<file path="src/rtl/rf_wb_arbiter.sv">
// rf_wb_arbiter: merges the ALU stream (A) and the buffered long-latency stream (B) onto the single RF write port;
// optional pending-write scoreboard for decode stalls is built when RF_WB_SCOREBOARD_EN is defined.
// Latency: A or B-FIFO head -> registered RFWrite/rd/rd_WriteData in one cycle, A has priority.
// Backpressure: A never stalls; b_ready = FIFO not full from the registered count (re-opens the cycle after a pop).

module rf_wb_fifo #(
    parameter int WIDTH = 8,
    parameter int DEPTH = 4
) (
    input  logic             clk,
    input  logic             rst,
    input  logic             push,
    input  logic [WIDTH-1:0] push_dat,
    input  logic             pop,
    output logic [WIDTH-1:0] head_dat,
    output logic             full,
    output logic             empty
);
    localparam int PW = $clog2(DEPTH);

    logic [WIDTH-1:0] mem [DEPTH];
    logic [PW-1:0]    wr_ptr;
    logic [PW-1:0]    rd_ptr;
    logic [PW:0]      count;

    assign full     = (count == (PW+1)'(DEPTH));
    assign empty    = (count == '0);
    assign head_dat = mem[rd_ptr];

    // DEPTH is a power of two, so the pointers wrap by natural overflow.
    always_ff @(posedge clk) begin
        if (rst) begin
            wr_ptr <= '0;
            rd_ptr <= '0;
            count  <= '0;
        end else begin
            if (push) wr_ptr <= wr_ptr + 1'b1;
            if (pop)  rd_ptr <= rd_ptr + 1'b1;
            case ({push, pop})
                2'b10:   count <= count + 1'b1;
                2'b01:   count <= count - 1'b1;
                default: count <= count;
            endcase
        end
    end

    always_ff @(posedge clk) begin
        if (push) mem[wr_ptr] <= push_dat;
    end
endmodule

module rf_wb_arbiter #(
    parameter int DEPTH   = 4,
    parameter int REG_LOG = 5,
    parameter int WORD    = 32
) (
    input  logic               clk,
    input  logic               rst,
    input  logic               a_valid,
    input  logic [REG_LOG-1:0] a_rd,
    input  logic [WORD-1:0]    a_data,
    input  logic               b_valid,
    output logic               b_ready,
    input  logic [REG_LOG-1:0] b_rd,
    input  logic [WORD-1:0]    b_data,
    input  logic               iss_valid,
    input  logic [REG_LOG-1:0] iss_rd,
    input  logic [REG_LOG-1:0] rs0,
    input  logic [REG_LOG-1:0] rs1,
    input  logic [REG_LOG-1:0] rs2,
    output logic               busy0,
    output logic               busy1,
    output logic               busy2,
    output logic               RFWrite,
    output logic [REG_LOG-1:0] rd,
    output logic [WORD-1:0]    rd_WriteData
);
    typedef struct packed {
        logic [REG_LOG-1:0] rd;
        logic [WORD-1:0]    data;
    } wb_ent_t;

    wb_ent_t push_ent;
    wb_ent_t head_ent;
    logic    full;
    logic    empty;
    logic    b_push;
    logic    b_pop;

    assign b_ready  = !full;
    assign b_push   = b_valid && !full;
    assign b_pop    = !a_valid && !empty;
    assign push_ent = {b_rd, b_data};

    rf_wb_fifo #(
        .WIDTH ($bits(wb_ent_t)),
        .DEPTH (DEPTH)
    ) u_fifo (
        .clk      (clk),
        .rst      (rst),
        .push     (b_push),
        .push_dat (push_ent),
        .pop      (b_pop),
        .head_dat (head_ent),
        .full     (full),
        .empty    (empty)
    );

    // r0 entries still occupy a slot and update rd/rd_WriteData, but never write.
    always_ff @(posedge clk) begin
        if (rst) begin
            RFWrite      <= 1'b0;
            rd           <= '0;
            rd_WriteData <= '0;
        end else if (a_valid) begin
            RFWrite      <= (a_rd != '0);
            rd           <= a_rd;
            rd_WriteData <= a_data;
        end else if (b_pop) begin
            RFWrite      <= (head_ent.rd != '0);
            rd           <= head_ent.rd;
            rd_WriteData <= head_ent.data;
        end else begin
            RFWrite      <= 1'b0;
        end
    end

`ifdef RF_WB_SCOREBOARD_EN
    localparam int NREG = 1 << REG_LOG;

    logic [NREG-1:0] busy;
    logic [NREG-1:0] busy_set;
    logic [NREG-1:0] busy_clr;

    always_comb begin
        busy_set = '0;
        busy_clr = '0;
        if (iss_valid && iss_rd != '0) busy_set[iss_rd] = 1'b1;
        if (b_pop)                     busy_clr[head_ent.rd] = 1'b1;
    end

    // Set is applied after clear so a same-edge issue to the popped index stays busy.
    always_ff @(posedge clk) begin
        if (rst) busy <= '0;
        else     busy <= (busy & ~busy_clr) | busy_set;
    end

    assign busy0 = (rs0 != '0) && busy[rs0];
    assign busy1 = (rs1 != '0) && busy[rs1];
    assign busy2 = (rs2 != '0) && busy[rs2];

    a_iss_not_busy: assert property (@(posedge clk) disable iff (rst)
        (iss_valid && iss_rd != '0) |-> !busy[iss_rd]);
    a_alu_not_busy: assert property (@(posedge clk) disable iff (rst)
        (a_valid && a_rd != '0) |-> !busy[a_rd]);
`else
    logic unused_sb;
    assign unused_sb = ^{iss_valid, iss_rd, rs0, rs1, rs2};
    assign busy0 = 1'b0;
    assign busy1 = 1'b0;
    assign busy2 = 1'b0;
`endif
endmodule
</file>
<file path="config.mk">
export PLATFORM = sky130hd
export DESIGN_NAME = rf_wb_arbiter
export DESIGN_NICKNAME = d
export VERILOG_FILES = /design/src/rtl/rf_wb_arbiter.sv
export SDC_FILE = /design/constraint.sdc
export NUM_CORES = 1
export LEC_CHECK = 0
export ABC_AREA = 1
export CAP_MARGIN = 20
export CORE_MARGIN = 2
export CORE_UTILIZATION = 33
export DETAILED_ROUTE_END_ITERATION = 10
export RECOVER_POWER = 100
export SLEW_MARGIN = 10
export SYNTH_ARGS = -nofsm -noshare
export SYNTH_HDL_FRONTEND = slang
export SYNTH_SLANG_ARGS = --single-unit
</file>
<file path="constraint.sdc">
create_clock -name clk -period 3.39 [get_ports clk]
set_clock_uncertainty 0.05 [all_clocks]
set_input_delay 0.678 -clock clk [delete_from_list [all_inputs] [get_ports clk]]
set_output_delay 0.678 -clock clk [all_outputs]
set_load 0.02 [all_outputs]
</file>
==> out/qor.csv <==
stage;metric;value;unit
grt;grt ovf;0;
floorplanning;Die ar.;0.0249;mm^2
grt;GRT Total Usage;14.6;%
floorplanning;die width;158;um
finish;share of cells above drive strength 1;6.37;%
timing;max_slew headroom;11.0;%
power;Switching Fraction;31.6;%
place;post-place setup slack;0.867;ns
detailed_routing;DRC violation count after routing;0;
power;PwrDens;689;mW/mm^2
worst_setup_path;crit path max fanout;16;
grt;pin count of the biggest net entering global routing;75;
worst_setup_path;crit-path most repeated cell;clkbuf_1;
timing;Final Slew Violations;0;
worst_setup_path;Max stage delay on crit path;0.84;ns
detailed_routing;vias post-DR;5352;
yosys;synthesis warning total;0;
finish;most frequent cells in the layout;148 x edfxtp_1, 134 x nand2_1, 78 x dlygate4sd3_1;
yosys;adder-cell share of the synthesized area;1.06;%
clock_tree;setup repair bufs after CTS;0;
detailed_routing;Met3 Wirelength;855;um
worst_setup_path;worst endpoint required time;3.38;ns
timing;measured slew at the worst slew-check pin;1.33;ns
power;leakage;3.68;nW
clock_tree;Clk Latency, worst-skew pair;0.42;ns
yosys;sequential-to-total area share from yosys stat;69.1;%
finish;commonest non-fill, non-tap cell in the layout;edfxtp_1;
flow_run;max_cap viols;0;
timing;final period utilization;76.7;%
detailed_routing;wire per inst;15.3;um
worst_setup_path;critical setup path kind;in2reg;
yosys;Synth Instances;707;
yosys;xor and xnor area share after synthesis;0;%
min_path;Hold/Removal Path Class;reg2reg;
grt;first-pass GRT wire length;27400;um
detailed_routing;Initial DRT Pass Iterations;4;
yosys;Synth cell types;26;
worst_setup_path;R2R cell count;6;
timing;worst setup margin;0.789;ns
yosys;mux cell area share after synthesis;0;%
clock_tree;CTS Hold Bufs;0;
power;PnR Total Power;6.75;mW
power;clock network power share;29.4;%
power;register share of total power;45.0;%
yosys;largest family of logic cells by synthesized area;compound AO/OA/AOI/OAI gates;
timing;Tmin final;2.60;ns
power;combinational power share;25.6;%
clock_tree;H-tree levels;4;
min_path;Worst Hold Depth;2;
yosys;simple-gate portion of the synthesized area;11.1;%
detailed_routing;Routed WL;17700;um
timing;# setup viols final;0;
clock_tree;post-cts resize count;0;
floorplanning;num rows;56;
timing;hold_ws;0.424;ns
place;Final GP Congestion;0.717;
clock_tree;clock root buffer master;clkbuf_16;
worst_setup_path;R2R Path End;u_fifo.mem[0][4]$_DFFE_PP_;
timing;Total Neg Setup Slack;0;ns
detailed_routing;via/cell ratio;4.65;
detailed_routing;M1 WL;7970;um
place;dpl cell area;0.00925;mm^2
place;dpl cells;1119;
finish;NumNets Final;924;
clock_tree;clock slew at reported path FFs;0.07;ns
floorplanning;Core ar.;0.0233;mm^2
timing;RSZ-0062 raised after global routing;no;
timing;final hold vios;0;
detailed_routing;Routed Antenna Nets;0;
timing;Peak Freq;384;MHz
place;hpwl dp;10800;um
clock_tree;clk buf depth;2;
detailed_routing;max layer used;met5;
detailed_routing;DR WL met2;8500;um
yosys;mapped cell area;0.00779;mm^2
floorplanning;die outline height;158;um
worst_setup_path;FF-to-FF Start;u_fifo.count[0]$_SDFFE_PP0P_;
floorplanning;Starting Density;33.4;%
min_path;Worst Hold End;u_fifo.rd_ptr[1]$_SDFFE_PP0P_;
finish;non-filler cells in the finished layout;1151;
yosys;synthesis-stage register bit count;195;
finish;end-of-flow core utilization;42.0;%
yosys;syn avg cell area;11.0;um^2
finish;layout overhead on the synthesized area;25.7;%
finish;Antenna Diode Count;0;
power;worst vdd ir;0.404;mV
min_path;Hold Startpoint;u_fifo.rd_ptr[1]$_SDFFE_PP0P_;
finish;Design Area, Final;0.00980;mm^2
clock_tree;cts bufs inserted;17;
worst_setup_path;flop-to-flop setup slack;0.96;ns
clock_tree;clk sink count;195;
worst_setup_path;CP max stage cell;clkbuf_1;
worst_setup_path;CP Capture Type;register;
worst_setup_path;CP arrival;2.59;ns
place;Buffers on Ports;116;
clock_tree;CTS tree;done;
worst_setup_path;Critical Path Source Type;primary input;
status;outcome;finished clean;
power;Sw Pwr;2.13;mW
grt;vias in the first global route;5080;
grt;initial antenna violation count;1;
detailed_routing;DRT iter0 DRCs;348;
power;Internal Power;4.62;mW
yosys;post-synthesis compound-gate area fraction;12.6;%
floorplanning;# IOs;141;
worst_setup_path;crit-path cells;dlygate4sd3_1, nand2_1, clkbuf_1, nor2_4, clkbuf_1;
cell type report:
class,instances,area (um^2)
clock inverter,13,149
fill,2189,13500
timing repair buffer,135,1270
multi-input combinational,420,1970
sequential,195,5390
clock buffer,19,433
inverter,50,188
tap,319,399
power groups by stage:
stage	registers (mW)	logic, mW	clock network (mW)
after floorplan	3.22	1.05	0
after global placement	3.10	1.80	0
after detailed placement	3.10	1.82	0
after CTS	3.05	1.83	2.03
after global routing	3.08	1.96	2.12
final	3.04	1.73	1.99
worst max path at each step:
stage	from	endpoint	depth (start not counted)
floorplan	b_valid	u_fifo.mem[0][0]$_DFFE_PP_	2
global placement	a_valid	rd_WriteData[24]$_SDFFE_PP0P_	6
detailed placement	a_valid	rd_WriteData[31]$_SDFFE_PP0P_	6
CTS	u_fifo.count[0]$_SDFFE_PP0P_	b_ready	3
global route	b_valid	u_fifo.mem[3][31]$_DFFE_PP_	5
finish	b_valid	u_fifo.mem[0][4]$_DFFE_PP_	5
registers in the layout, indices dropped and copies added, names as in the netlist, named ones only:
signal         cells
rd_WriteData      32
u_fifo.mem       148
u_fifo.rd_ptr      2
RFWrite            1
u_fifo.wr_ptr      2
u_fifo.count       3
rd                 5
synth_stat cells:
| cell type | number | area [um^2] |
|---|---|---|
| inv_1 | 47 | 176 |
| o21ai_1 | 37 | 185 |
| nand3_2 | 1 | 10.0 |
| clkbuf_1 | 10 | 37.5 |
| nor2_1 | 77 | 289 |
| dfxtp_1 | 47 | 941 |
| inv_4 | 1 | 6.26 |
| clkinv_1 | 1 | 3.75 |
| o21ai_0 | 69 | 345 |
| buf_2 | 19 | 95.1 |
| ha_1 | 5 | 62.6 |
| a21oi_2 | 1 | 8.76 |
| inv_2 | 1 | 3.75 |
| edfxtp_1 | 148 | 4440 |
| buf_1 | 1 | 3.75 |
| buf_4 | 4 | 30.0 |
| buf_6 | 9 | 101 |
| nand3_1 | 12 | 60.1 |
| o22ai_1 | 32 | 200 |
| a31oi_1 | 6 | 37.5 |
| nor2_2 | 1 | 6.26 |
| fa_1 | 1 | 20.0 |
| nand2_1 | 134 | 503 |
| conb_1 | 1 | 3.75 |
| buf_8 | 1 | 15.0 |
| a21oi_1 | 41 | 205 |
metal layers:
layer  vias up  global-route usage [%]
li1       2659                       -
met1      2545                    18.7
met2       124                    24.7
met3        22                    2.76
met4         2                    4.98
met5         -                       0
cell families after synthesis:
family	after synthesis
AO/OA/AOI/OAI	186
flip-flops	195
AND/OR/NAND/NOR	225
adder cells (fa/ha/maj)	6
other	1
buffers and inverters	94
worst max-delay path: cells and delay by family:
family | cells | cell delay (ns)
buffers and inverters | 3 | 1.66
AND/OR/NAND/NOR | 2 | 0.25
(Power assumes the default switching activity.)
